[src/rtl/tnn_seq_ctrl.sv]
// Time-multiplexed ternary-neuron classifier sequencer: one shared add/compare datapath, one feature per cycle.
// Optional macro TNN_CTRL_HIDDEN_OUT_EN exposes the hidden-bit register as hidden_o.
module tnn_seq_ctrl #(
    parameter int NEURONS  = 4,
    parameter int FEATURES = 7,
    parameter int FW       = 2,
    parameter int VOTE_TH  = 2,
    localparam int NW      = NEURONS * FEATURES,
    localparam int AW      = (NW > 1) ? $clog2(NW) : 1
) (
    input  logic                   clk,
    input  logic                   rst_n,
    input  logic                   in_valid,
    output logic                   in_ready,
    input  logic [FEATURES*FW-1:0] in_feat,
    output logic                   out_valid,
    input  logic                   out_ready,
    output logic                   class_o,
    input  logic                   cfg_we,
    input  logic [AW-1:0]          cfg_addr,
    input  logic [1:0]             cfg_wdata,
    output logic                   cfg_err,
`ifdef TNN_CTRL_HIDDEN_OUT_EN
    output logic [NEURONS-1:0]     hidden_o,
`endif
    output logic                   busy
);
    localparam int ACC_W = $clog2(FEATURES * (2**FW - 1) + 1);
    localparam int FIW   = (FEATURES > 1) ? $clog2(FEATURES) : 1;
    localparam int NIW   = (NEURONS > 1) ? $clog2(NEURONS) : 1;
    localparam int PW    = $clog2(NEURONS + 1);

    typedef enum logic [2:0] {IDLE, ACCUM, CMP, VOTE, DONE} state_t;
    state_t state, state_nx;

    logic [FEATURES-1:0][FW-1:0] feat_q;
    logic [NW-1:0][1:0]          wts;
    logic [NIW-1:0]              n_idx;
    logic [FIW-1:0]              f_idx;
    logic [ACC_W-1:0]            pos_acc, neg_acc;
    logic [NEURONS-1:0]          hidden;
    logic                        class_q, cfg_err_q;
    logic [AW-1:0]               rd_idx;
    logic [1:0]                  w_cur;
    logic [FW-1:0]               feat_cur;
    logic [PW-1:0]               pop;
    logic                        f_last, n_last, vote, addr_ok;

    assign rd_idx   = AW'(int'(n_idx) * FEATURES + int'(f_idx));
    assign w_cur    = wts[rd_idx];
    assign feat_cur = feat_q[f_idx];
    assign f_last   = (f_idx == FIW'(FEATURES - 1));
    assign n_last   = (n_idx == NIW'(NEURONS - 1));

    always_comb begin
        pop = '0;
        for (int i = 0; i < NEURONS; i++) pop = pop + PW'(hidden[i]);
    end
    assign vote = (int'(pop) >= VOTE_TH);

    generate
        if (NW == 2**AW) begin : g_full
            assign addr_ok = 1'b1;
        end else begin : g_part
            assign addr_ok = (cfg_addr < AW'(NW));
        end
    endgenerate

    always_ff @(posedge clk or negedge rst_n) begin
        if (!rst_n) state <= IDLE;
        else        state <= state_nx;
    end

    always_comb begin
        state_nx  = state;
        in_ready  = 1'b0;
        out_valid = 1'b0;
        busy      = 1'b0;
        case (state)
            IDLE: begin
                in_ready = 1'b1;
                if (in_valid) state_nx = ACCUM;
            end
            ACCUM: begin
                busy = 1'b1;
                if (f_last) state_nx = CMP;
            end
            CMP: begin
                busy     = 1'b1;
                state_nx = n_last ? VOTE : ACCUM;
            end
            VOTE: begin
                busy     = 1'b1;
                state_nx = DONE;
            end
            DONE: begin
                out_valid = 1'b1;
                if (out_ready) state_nx = IDLE;
            end
            default: state_nx = IDLE;
        endcase
    end

    always_ff @(posedge clk or negedge rst_n) begin
        if (!rst_n) begin
            feat_q  <= '0;
            n_idx   <= '0;
            f_idx   <= '0;
            pos_acc <= '0;
            neg_acc <= '0;
            hidden  <= '0;
            class_q <= 1'b0;
        end else begin
            case (state)
                IDLE: if (in_valid) begin
                    feat_q  <= in_feat;
                    n_idx   <= '0;
                    f_idx   <= '0;
                    pos_acc <= '0;
                    neg_acc <= '0;
                    hidden  <= '0;
                end
                ACCUM: begin
                    f_idx <= f_idx + 1'b1;
                    if (w_cur == 2'b01)      pos_acc <= pos_acc + ACC_W'(feat_cur);
                    else if (w_cur == 2'b10) neg_acc <= neg_acc + ACC_W'(feat_cur);
                end
                CMP: begin
                    // strict compare: a tie leaves the hidden bit at 0
                    hidden[n_idx] <= (pos_acc > neg_acc);
                    pos_acc <= '0;
                    neg_acc <= '0;
                    f_idx   <= '0;
                    if (!n_last) n_idx <= n_idx + 1'b1;
                end
                VOTE:    class_q <= vote;
                default: ;
            endcase
        end
    end

    // weights may only change while no sample is being evaluated
    always_ff @(posedge clk or negedge rst_n) begin
        if (!rst_n) begin
            wts       <= '0;
            cfg_err_q <= 1'b0;
        end else begin
            cfg_err_q <= cfg_we & busy;
            if (cfg_we && !busy && addr_ok) wts[cfg_addr] <= cfg_wdata;
        end
    end

    assign class_o = class_q;
    assign cfg_err = cfg_err_q;
`ifdef TNN_CTRL_HIDDEN_OUT_EN
    assign hidden_o = hidden;
`endif
endmodule

[config.mk]
export PLATFORM = sky130hd
export DESIGN_NAME = tnn_seq_ctrl
export DESIGN_NICKNAME = d
export VERILOG_FILES = /design/src/rtl/tnn_seq_ctrl.sv
export SDC_FILE = /design/constraint.sdc
export NUM_CORES = 1
export LEC_CHECK = 0
export CAP_MARGIN = 5
export CORE_ASPECT_RATIO = 0.75
export CORE_UTILIZATION = 60
export CTS_CLUSTER_SIZE = 8
export DETAILED_ROUTE_END_ITERATION = 10
export PLACE_DENSITY = 0.8
export SYNTH_ARGS = -nofsm -noshare
export SYNTH_HDL_FRONTEND = slang
export SYNTH_SLANG_ARGS = --single-unit
[constraint.sdc]
create_clock -name clk -period 4.4 [get_ports clk]
set_clock_uncertainty 0.1 [all_clocks]
set_input_delay 0.66 -clock clk [delete_from_list [all_inputs] [get_ports clk]]
set_output_delay 0.66 -clock clk [all_outputs]
set_load 0.01 [all_outputs]
==> out/results.md, run 1 <==
Routing
• Remaining DRCs: 0
• met2 wire length: 5210 um
• average wire per cell in the routed design: 19.7 um
• via count of the routed design: 3597
• Met1 Wirelength: 5150 um
• Detail Route met3 WL: 633 um
• detailed-routing iteration count for the pre-antenna-repair pass: 5
• detailed-route vias per instance: 6.32
• Routed WL: 11200 um
• post-route ant nets: 0
• violation count after the first detailed-routing iteration: 279
• highest metal layer with signal wires: met4

Setup path
• critical path class: reg2reg
• max incr delay on CP: 560 ps
• setup slack of the most critical reg-to-reg path: 490 ps
• length in cells of the worst reg-to-reg path: 11
• terminus of the critical flop-to-flop path: pos_acc[4]
• crit path capture: pos_acc[4]
• family of cells with the greatest summed delay on the critical path: adder cells
• launch instance of the worst register-to-register path: n_idx[0]
• required time of the worst setup path: 4540 ps
• Critical path buffers and inverters: 3
• maximum net fanout on the critical path: 14
• slowest stage cell, crit path: fa_1
• cell chain of the critical path: inv_1 -> fa_1 -> inv_1 -> ha_1 -> buf_4 -> mux2i_1 -> mux4_2 -> mux2_4 -> a2bb2oi_2 -> o311ai_1 -> a21bo_1
• Crit path depth: 11
• critical path's most frequent cell: inv_1
• endpoint arrival time on the critical path: 4050 ps
• Worst setup EP type: register
• startpoint type of the worst setup path: register
• CP Launch Point: n_idx[0]

Clock network
• master cell of the clock root buffer: clkbuf_16
• CTS tree: yes
• hold-fix buffer count after cts: 0
• clock transition at the registers of the reported paths: 70 ps
• clock insertion delay at the later pin of the skew report: 350 ps
• number of CTS-inserted buffers: 9
• CTS HTree Levels: 3
• number of instances resized during post-cts repair: 0
• Post-CTS Setup Inserts: 0
• buffer depth of the longest clock path: 2
• # clock sinks: 94

Synth
• proportion of register bits with asynchronous set or reset after synthesis: 100%
• net count after synthesis: 485
• count of flip-flops with a built-in enable after synthesis: 0
• count of state elements after synthesis: 94
• part of the Yosys area used for sequential elements: 45.8%
• Post-synth top flop: dfrtp_1
• Yosys warning count: 0
• Netlist cell types: 51
• instance count of the mapped netlist: 434
• Mapped Area: 0.00514 sq mm
• per-instance average area after synthesis: 11.8 sq um

Cells and area
• commonest cells after routing, fill and taps aside: dfrtp_1 (94), mux2_1 (71), nor2_1 (34)
• number of nets in the layout: 510
• Layout Area Growth over Synthesis: 13.0%
• final instance count without filler cells: 569
• final instance area: 0.00581 sq mm
• most common cell after layout, fill and taps aside: dfrtp_1
• utilization after layout: 71.7%
• share of final-layout standard cells stronger than drive strength 1: 8.62%
• diode count: 0

Hold path
• class of the tightest hold or removal check: in2async

Timing
• worst-margin pin slew: 983 ps
• setup total negative slack: 0 ps
• headroom to the max-slew limit: 34.3%
• final worst-path cycle share: 88.9%
• final hold vios: 0
• post-layout minimum cycle time: 3910 ps
• Final WS setup: 486 ps
• RSZ-0062 raised after global routing: false
• final-report max-slew violation count: 0
• achievable frequency: 0.256 GHz
• setup violation total in the final timing report: 0

Place
• number of instances in the placed design: 553
• gpl congestion: 0.850
• placed instance area: 0.00552 sq mm
• half-perimeter wire length of the detailed placement result: 8160 um
• worst slack at placement: 516 ps
• Port Buf Inserts: 30

Global route
• wire length of the first global-routing pass: 18800 um
• All-Layer GR Usage: 28.3%
• vias in the first global route: 3659
• largest net degree at the start of global routing: 65
• global-route congestion overflow total: 0
• antenna violations before repair: 0

Power
• maximum vdd ir drop: 388 uV
• P_leak: 2.73 nW
• power density of the placed cells: 651 mW/mm^2

Floorplan
• die extent in y: 82.1 um
• Site Rows: 28
• DIE AREA: 0.00894 sq mm
• Core Box Area: 0.00809 sq mm
• count of boundary I/O pins: 31
• Initial Utilization: 63.5%
• Die X-Extent: 109 um

Flow run
• number of maximum-capacitance violations: 0

Run status
• outcome: finished, final reports clean

## stage by stage
stage                     power [W]  hold WS, ps
after floorplan             0.00257          264
after global placement      0.00296          363
after detailed placement    0.00304          370
after CTS                   0.00379          321
after global routing        0.00402          362
final                       0.00378          291
## synth_stat cells, types with 2 or more instances
| library cell | number | share of area, % |
|---|---|---|
| o31ai_1 | 2 | 0.29 |
| nor2_1 | 34 | 2.5 |
| o21ai_1 | 6 | 0.58 |
| a21o_1 | 8 | 1.2 |
| o311ai_1 | 3 | 0.51 |
| nand3_1 | 13 | 1.3 |
| a21oi_1 | 11 | 1.1 |
| fa_1 | 6 | 2.3 |
| o22ai_1 | 2 | 0.24 |
| o21a_1 | 5 | 0.73 |
| and2_1 | 2 | 0.24 |
| ha_1 | 19 | 4.6 |
| clkbuf_1 | 16 | 1.2 |
| dfrtp_1 | 94 | 46 |
| o211ai_1 | 3 | 0.44 |
| nor3_1 | 9 | 0.88 |
| buf_2 | 2 | 0.19 |
| nand2b_1 | 6 | 0.73 |
| or3_1 | 4 | 0.49 |
| nor2b_1 | 2 | 0.24 |
| mux4_2 | 11 | 4.8 |
| mux2_1 | 71 | 16 |
| and3_1 | 3 | 0.37 |
| nand3b_1 | 3 | 0.44 |
| nand2_1 | 33 | 2.4 |
| inv_1 | 15 | 1.1 |
| nor3b_1 | 4 | 0.58 |
| o311a_1 | 2 | 0.39 |
| buf_1 | 2 | 0.15 |
| or3b_1 | 5 | 0.85 |
| mux2i_1 | 18 | 3.5 |
## worst register-to-register path, delay by kind of cell (launching register included)
kind | cells | cell delay (ps)
AO/OA/AOI/OAI | 3 | 710
buffers and inverters | 3 | 530
adder cells (fa/ha/maj) | 2 | 1050
flip-flops | 1 | 480
multiplexers | 3 | 940
## report_power, final
group | switching, W | total (W) | internal (W)
combinational | 0.000907 | 0.00172 | 0.000810
sequential | 0.000205 | 0.00132 | 0.00112
clock | 0.000340 | 0.000741 | 0.000401
## final cells by class
type                            count  area, sq um
Clock buffer                       10          239
Clock inverter                      6         46.3
Fill cell                         574         2290
Sequential cell                    94         2350
Timing Repair Buffer               34          328
Inverter                           16         60.1
Multi-Input combinational cell    304         2650
Tap cell                          105          131
## layer usage
| metal | up-vias | GRT usage [%] |
|---|---|---|
| li1 | 1618 | - |
| met1 | 1841 | 40.7 |
| met2 | 117 | 42.6 |
| met3 | 21 | 5.34 |
| met4 | 0 | 11.9 |
| met5 | - | 0 |
## flip-flops by register name (all words and copies together), names as in the netlist
signal   count
cfg_err      1
class_o      1
f_idx        3
feat_q      14
hidden       4
n_idx        2
neg_acc      5
pos_acc      5
state        3
wts         56
## worst min-delay path by stage
stage | slack [ps] | cells past startpoint | endpoint
after floorplan | 260 | 0 | cfg_err
after global placement | 360 | 1 | wts[19]
after detailed placement | 370 | 1 | class_o
after CTS | 320 | 1 | feat_q[9]
after global routing | 360 | 1 | feat_q[9]
final | 290 | 1 | feat_q[11]
## cells by family (layout without fill, tap and decap cells)
logic type,count (synthesis),after routing,share of synthesized area [%]
AO/OA/AOI/OAI,55,55,7.99
XOR/XNOR,2,2,0.487
adder cells (fa/ha/maj),25,25,6.96
buffers and inverters,36,66,2.68
flip-flops,94,94,45.8
multiplexers,102,102,24.7
AND/OR/NAND/NOR,120,120,11.4
Note: power is estimated with default switching activity, not from simulation.
==> run 2, diff against run 1 <==
==> constraint.sdc (replaced) <==
create_clock -name clk -period 4.4 [get_ports clk]
set_clock_uncertainty 0.1 [all_clocks]
set_input_delay 0.88 -clock clk [delete_from_list [all_inputs] [get_ports clk]]
set_output_delay 0.88 -clock clk [all_outputs]
set_load 0.1 [all_outputs]
==> out/results.md, run 2 (synthesized netlist as in run 1, its figures left out) <==
Setup path
• slowest stage cell, crit path: fa_1
• required time of the worst setup path: 4530 ps, about the same
• Worst setup EP type: register
• critical path's most frequent cell: inv_1
• startpoint type of the worst setup path: register
• length in cells of the worst reg-to-reg path: 11, unchanged
• endpoint arrival time on the critical path: 4080 ps, +30 ps
• critical path class: reg2reg
• maximum net fanout on the critical path: 14, unchanged
• max incr delay on CP: 550 ps, about the same
• cell chain of the critical path: inv_1 -> fa_1 -> inv_1 -> ha_1 -> buf_4 -> mux2i_1 -> mux4_2 -> mux2_4 -> a2bb2oi_2 -> o311ai_1 -> a21bo_1

Global route
• antenna violations before repair: 0, unchanged
• largest net degree at the start of global routing: 77, +18%
• wire length of the first global-routing pass: 18800 um, +0.11%
• met1 GRT Util: 41.6%, +0.94 points
• vias in the first global route: 3587, -2.0%
• All-Layer GR Usage: 28.7%, +0.42 points
• global-route congestion overflow total: 0, unchanged
• met2 track demand over resource: 43.6%, +1.1 points
• met3 usage in global routing: 7.93%, +2.6 points
• Top Usage Layer GRT: met2

Flow run
• number of maximum-capacitance violations: 0, unchanged

Cells and area
• register ranked first by flip-flop count: wts
• most common cell after layout, fill and taps aside: dfrtp_1
• max FFs per register: 56, unchanged
• Layout Area Growth over Synthesis: 13.2%
• share of final-layout standard cells stronger than drive strength 1: 8.41%, -0.22 points
• commonest cells after routing, fill and taps aside: dfrtp_1 (94), mux2_1 (71), nor2_1 (34)
• number of nets in the layout: 510, unchanged
• biggest regs: wts (56), feat_q (14)
• diode count: 0, unchanged
• utilization after layout: 71.9%, +0.12 points

Timing
• worst-margin pin slew: 993 ps, +9.67 ps
• final worst-path cycle share: 89.8%, +0.84 points
• headroom to the max-slew limit: 33.6%, -0.65 points
• final hold vios: 0, unchanged
• RSZ-0062 raised after global routing: false
• setup total negative slack: 0 ps, unchanged
• final-report max-slew violation count: 0, unchanged
• achievable frequency: 0.253 GHz, -0.93%
• post-layout minimum cycle time: 3950 ps, +36.8 ps
• worst hold slack: 378 ps, +86.6 ps
• setup violation total in the final timing report: 0, unchanged

Power
• P_leak: 2.74 nW, +0.27%
• power density of the placed cells: 672 mW/mm^2, +3.1%
• maximum vdd ir drop: 453 uV, +17%

Routing
• detailed-routing iteration count for the pre-antenna-repair pass: 5, unchanged
• Remaining DRCs: 0, unchanged
• via count of the routed design: 3552, -1.3%
• average wire per cell in the routed design: 19.7 um, about the same
• detailed-route vias per instance: 6.24, -1.3%
• post-route ant nets: 0, unchanged
• Routed WL: 11200 um, about the same
• violation count after the first detailed-routing iteration: 210, -25%

Floorplan
• Die X-Extent: 109 um, unchanged
• Initial Utilization: 63.5%, unchanged
• Site Rows: 28, unchanged
• DIE AREA: 0.00894 sq mm, unchanged
• count of boundary I/O pins: 31, unchanged
• die extent in y: 82.1 um, unchanged
• Core Box Area: 0.00809 sq mm, unchanged

Place
• Port Buf Inserts: 30, unchanged
• half-perimeter wire length of the detailed placement result: 8120 um, -0.50%
• gpl congestion: 0.878, +3.4%

Clock network
• buffer depth of the longest clock path: 2, unchanged
• number of instances resized during post-cts repair: 0, unchanged
• hold-fix buffer count after cts: 0, unchanged
• master cell of the clock root buffer: clkbuf_16
• CTS tree: yes
• CTS HTree Levels: 3, unchanged
• Post-CTS Setup Inserts: 0, unchanged
• # clock sinks: 94, unchanged
• clock insertion delay at the later pin of the skew report: 350 ps, about the same
• clock transition at the registers of the reported paths: 60 ps, about the same
• number of CTS-inserted buffers: 9, unchanged

Hold path
• cell depth of the worst min-delay path: 1
• class of the tightest hold or removal check: reg2reg

Run status
• outcome: finished, final reports clean

[run 2: routing by layer]
metal / wire, um / share of wire [%]
met5: 0 / 0
met4: 133 / 1.2
met3: 647 / 5.8
met2: 5270 / 47
met1: 5170 / 46
[run 2: layout make-up]
type,count,area (sq um)
Multi-Input combinational cell,304,2650
Timing Repair Buffer,34,328
Fill cell,571,2280
Clock buffer,13,270
Tap cell,105,131
Clock inverter,3,25.0
Inverter,16,60.1
Sequential cell,94,2350
[run 2: final timing paths]
check | slack [ps] | from | endpoint
setup / recovery | 450 | n_idx[0] | pos_acc[4]
hold reg to reg | 380 | class_o | class_o
setup reg to reg | 450 | n_idx[0] | pos_acc[4]
hold / removal | 380 | class_o | class_o
min in group asynchronous | 580 | rst_n | feat_q[9]
max in group asynchronous | 2790 | rst_n | wts[16]
[run 2: worst max-delay path: cells and delay by family (launching register included)]
kind	cells	cell delay [ps]
adder cells (fa/ha/maj)	2	1040
flip-flops	1	490
AO/OA/AOI/OAI	3	740
buffers and inverters	3	520
multiplexers	3	940
[run 2: power by group]
| group | leakage [nW] | switching (W) | internal [W] |
|---|---|---|---|
| Sequential | 1.23 | 0.000209 | 0.00112 |
| Combinational | 1.37 | 0.000997 | 0.000807 |
| Clock | 0.142 | 0.000341 | 0.000433 |
| Total | 2.74 | 0.00155 | 0.00236 |
[run 2: metrics by stage]
step | std cells | instance area [sq um] | total power (W) | setup slack [ps]
5_1_grt | 569 | 5820 | 0.00415 | 271
3_3_place_gp | 553 | 5520 | 0.00307 | 602
6_report | 569 | 5820 | 0.00391 | 450
4_1_cts | 569 | 5820 | 0.00391 | 436
3_5_place_dp | 553 | 5520 | 0.00314 | 444
2_1_floorplan | 434 | 5140 | 0.00268 | 239
==> run 3, diff against run 2 <==
- CORE_UTILIZATION: 60 -> 54
- PLACE_DENSITY: 0.8 -> 0.76
- clock period: 4.4 -> 3.35 ns (I/O delays scaled with it)
==> out/results.md, run 3 (synthesized netlist as in run 1, its figures left out) <==
Run status
• outcome: finished, violations left
• violated checks: setup timing

Timing
• achievable frequency: 0.289 GHz, +14%
• Final WS setup: -116 ps, -566 ps
• setup violation total in the final timing report: 10, +10
• headroom to the max-slew limit: 34.2%, +0.53 points
• final hold vios: 0, unchanged
• worst-margin pin slew: 985 ps, -7.99 ps
• final worst-path cycle share: 103%, +14 points
• RSZ-0062 raised after global routing: true
• worst hold slack: 226 ps, -151 ps
• post-layout minimum cycle time: 3470 ps, -484 ps
• final-report max-slew violation count: 0, unchanged

Setup path
• slowest stage cell, crit path: fa_1
• Crit path depth: 11, unchanged
• critical path class: reg2reg
• startpoint type of the worst setup path: register
• CP Launch Point: n_idx[0]
• family of cells with the greatest summed delay on the critical path: adder cells
• maximum net fanout on the critical path: 5, -9
• required time of the worst setup path: 3510 ps, -1020 ps
• length in cells of the worst reg-to-reg path: 11, unchanged
• crit path capture: pos_acc[0]
• launch instance of the worst register-to-register path: n_idx[0]
• Worst setup EP type: register
• max incr delay on CP: 550 ps, about the same
• cell chain of the critical path: inv_2 -> fa_1 -> inv_2 -> ha_4 -> fa_2 -> xnor2_4 -> mux4_2 -> mux2_4 -> a2bb2oi_4 -> nor3_4 -> mux2i_1
• endpoint arrival time on the critical path: 3620 ps, -460 ps
• setup slack of the most critical reg-to-reg path: -120 ps, -570 ps
• terminus of the critical flop-to-flop path: pos_acc[0]
• Critical path buffers and inverters: 2, -1
• critical path's most frequent cell: inv_2

Clock network
• clock transition at the registers of the reported paths: 60 ps, about the same
• clock insertion delay at the later pin of the skew report: 340 ps, about the same
• buffer depth of the longest clock path: 2, unchanged
• hold-fix buffer count after cts: 0, unchanged
• # clock sinks: 94, unchanged
• master cell of the clock root buffer: clkbuf_16
• CTS HTree Levels: 3, unchanged
• number of CTS-inserted buffers: 9, unchanged
• CTS tree: yes

Global route
• met3 usage in global routing: 5.52%, -2.4 points
• met1 GRT Util: 37.1%, -4.5 points
• global-route congestion overflow total: 0, unchanged
• wire length of the first global-routing pass: 18700 um, -0.84%
• largest net degree at the start of global routing: 47, -39%
• met2 track demand over resource: 37.6%, -6.1 points
• vias in the first global route: 3583, -0.11%
• Top Usage Layer GRT: met2
• All-Layer GR Usage: 25.2%, -3.5 points
• antenna violations before repair: 0, unchanged

Cells and area
• Layout Area Growth over Synthesis: 18.0%
• diode count: 0, unchanged
• max FFs per register: 56, unchanged
• most common cell after layout, fill and taps aside: dfrtp_1
• register ranked first by flip-flop count: wts
• number of nets in the layout: 533, +4.5%
• commonest cells after routing, fill and taps aside: dfrtp_1 (93), mux2_1 (71), nor2_1 (34)
• share of final-layout standard cells stronger than drive strength 1: 15.6%, +7.2 points
• biggest regs: wts (56), feat_q (14)

Routing
• Routed WL: 11300 um, +0.70%
• Remaining DRCs: 0, unchanged
• post-route ant nets: 0, unchanged
• detailed-routing iteration count for the pre-antenna-repair pass: 5, unchanged
• detailed-route vias per instance: 5.91, -5.4%
• violation count after the first detailed-routing iteration: 264, +26%
• via count of the routed design: 3627, +2.1%
• average wire per cell in the routed design: 18.4 um, -6.7%

Power
• power density of the placed cells: 900 mW/mm^2, +34%
• P_leak: 2.86 nW, +4.3%
• overall power after layout: 0.00545 W, +40%
• maximum vdd ir drop: 628 uV, +38%

Place
• gpl congestion: 0.845, -3.8%
• half-perimeter wire length of the detailed placement result: 8410 um, +3.6%
• Port Buf Inserts: 30, unchanged

Floorplan
• Initial Utilization: 56.1%, -7.4 points
• Site Rows: 30, +7.1%
• die extent in y: 86.5 um, +5.3%
• Die X-Extent: 115 um, +5.3%
• DIE AREA: 0.00991 sq mm, +11%
• Core Box Area: 0.00916 sq mm, +13%
• count of boundary I/O pins: 31, unchanged

Hold path
• class of the tightest hold or removal check: in2async

Flow run
• number of maximum-capacitance violations: 0, unchanged

-- run 3: worst min path at each step --
| stage | from | to | slack (ps) |
|---|---|---|---|
| finish | rst_n | pos_acc[1] | 230 |
| global route | rst_n | pos_acc[1] | 260 |
| CTS | rst_n | pos_acc[1] | 250 |
| detailed placement | wts[19] | wts[19] | 370 |
| global placement | wts[47] | wts[47] | 360 |
| floorplan | rst_n | cfg_err | 270 |
-- run 3: repair_timing --
| item | in CTS | in global routing |
|---|---|---|
| endpoints found under the setup margin | 10 | 10 |
| resized for setup | 2 | 4 |
| cloned | 0 | 0 |
| buffers inserted | 2 | 2 |
-- run 3: layer usage --
layer	vias to the layer above	part of all wire, %
met5	-	0
met4	0	1.3
met3	14	4.6
met2	82	46
met1	1870	48
li1	1661	-
-- run 3: area by class of cell --
| type | instances | area (sq um) |
|---|---|---|
| Sequential cell | 94 | 2350 |
| Clock inverter | 5 | 36.3 |
| Tap cell | 128 | 160 |
| Clock buffer | 10 | 229 |
| Multi-Input combinational cell | 304 | 2720 |
| Timing Repair Buffer | 57 | 500 |
| Inverter | 16 | 60.1 |
| Fill cell | 698 | 3100 |
-- run 3: power by group --
part,switching (W),internal [W]
combinational,0.00149,0.00134
clock,0.000425,0.000501
sequential,0.000225,0.00147
-- run 3: through the flow --
step	setup WS, ps	setup TNS (ps)	cell area, sq um	utilization (%)	instances
finish	-116	-683	6060	66.2	614
global route	-192	-1470	6060	66.2	614
CTS	-109	-815	6020	65.7	612
detailed placement	-113	-820	5730	62.5	595
global placement	-47.3	-171	5730	62.5	595
floorplan	-190	-929	5180	-	434
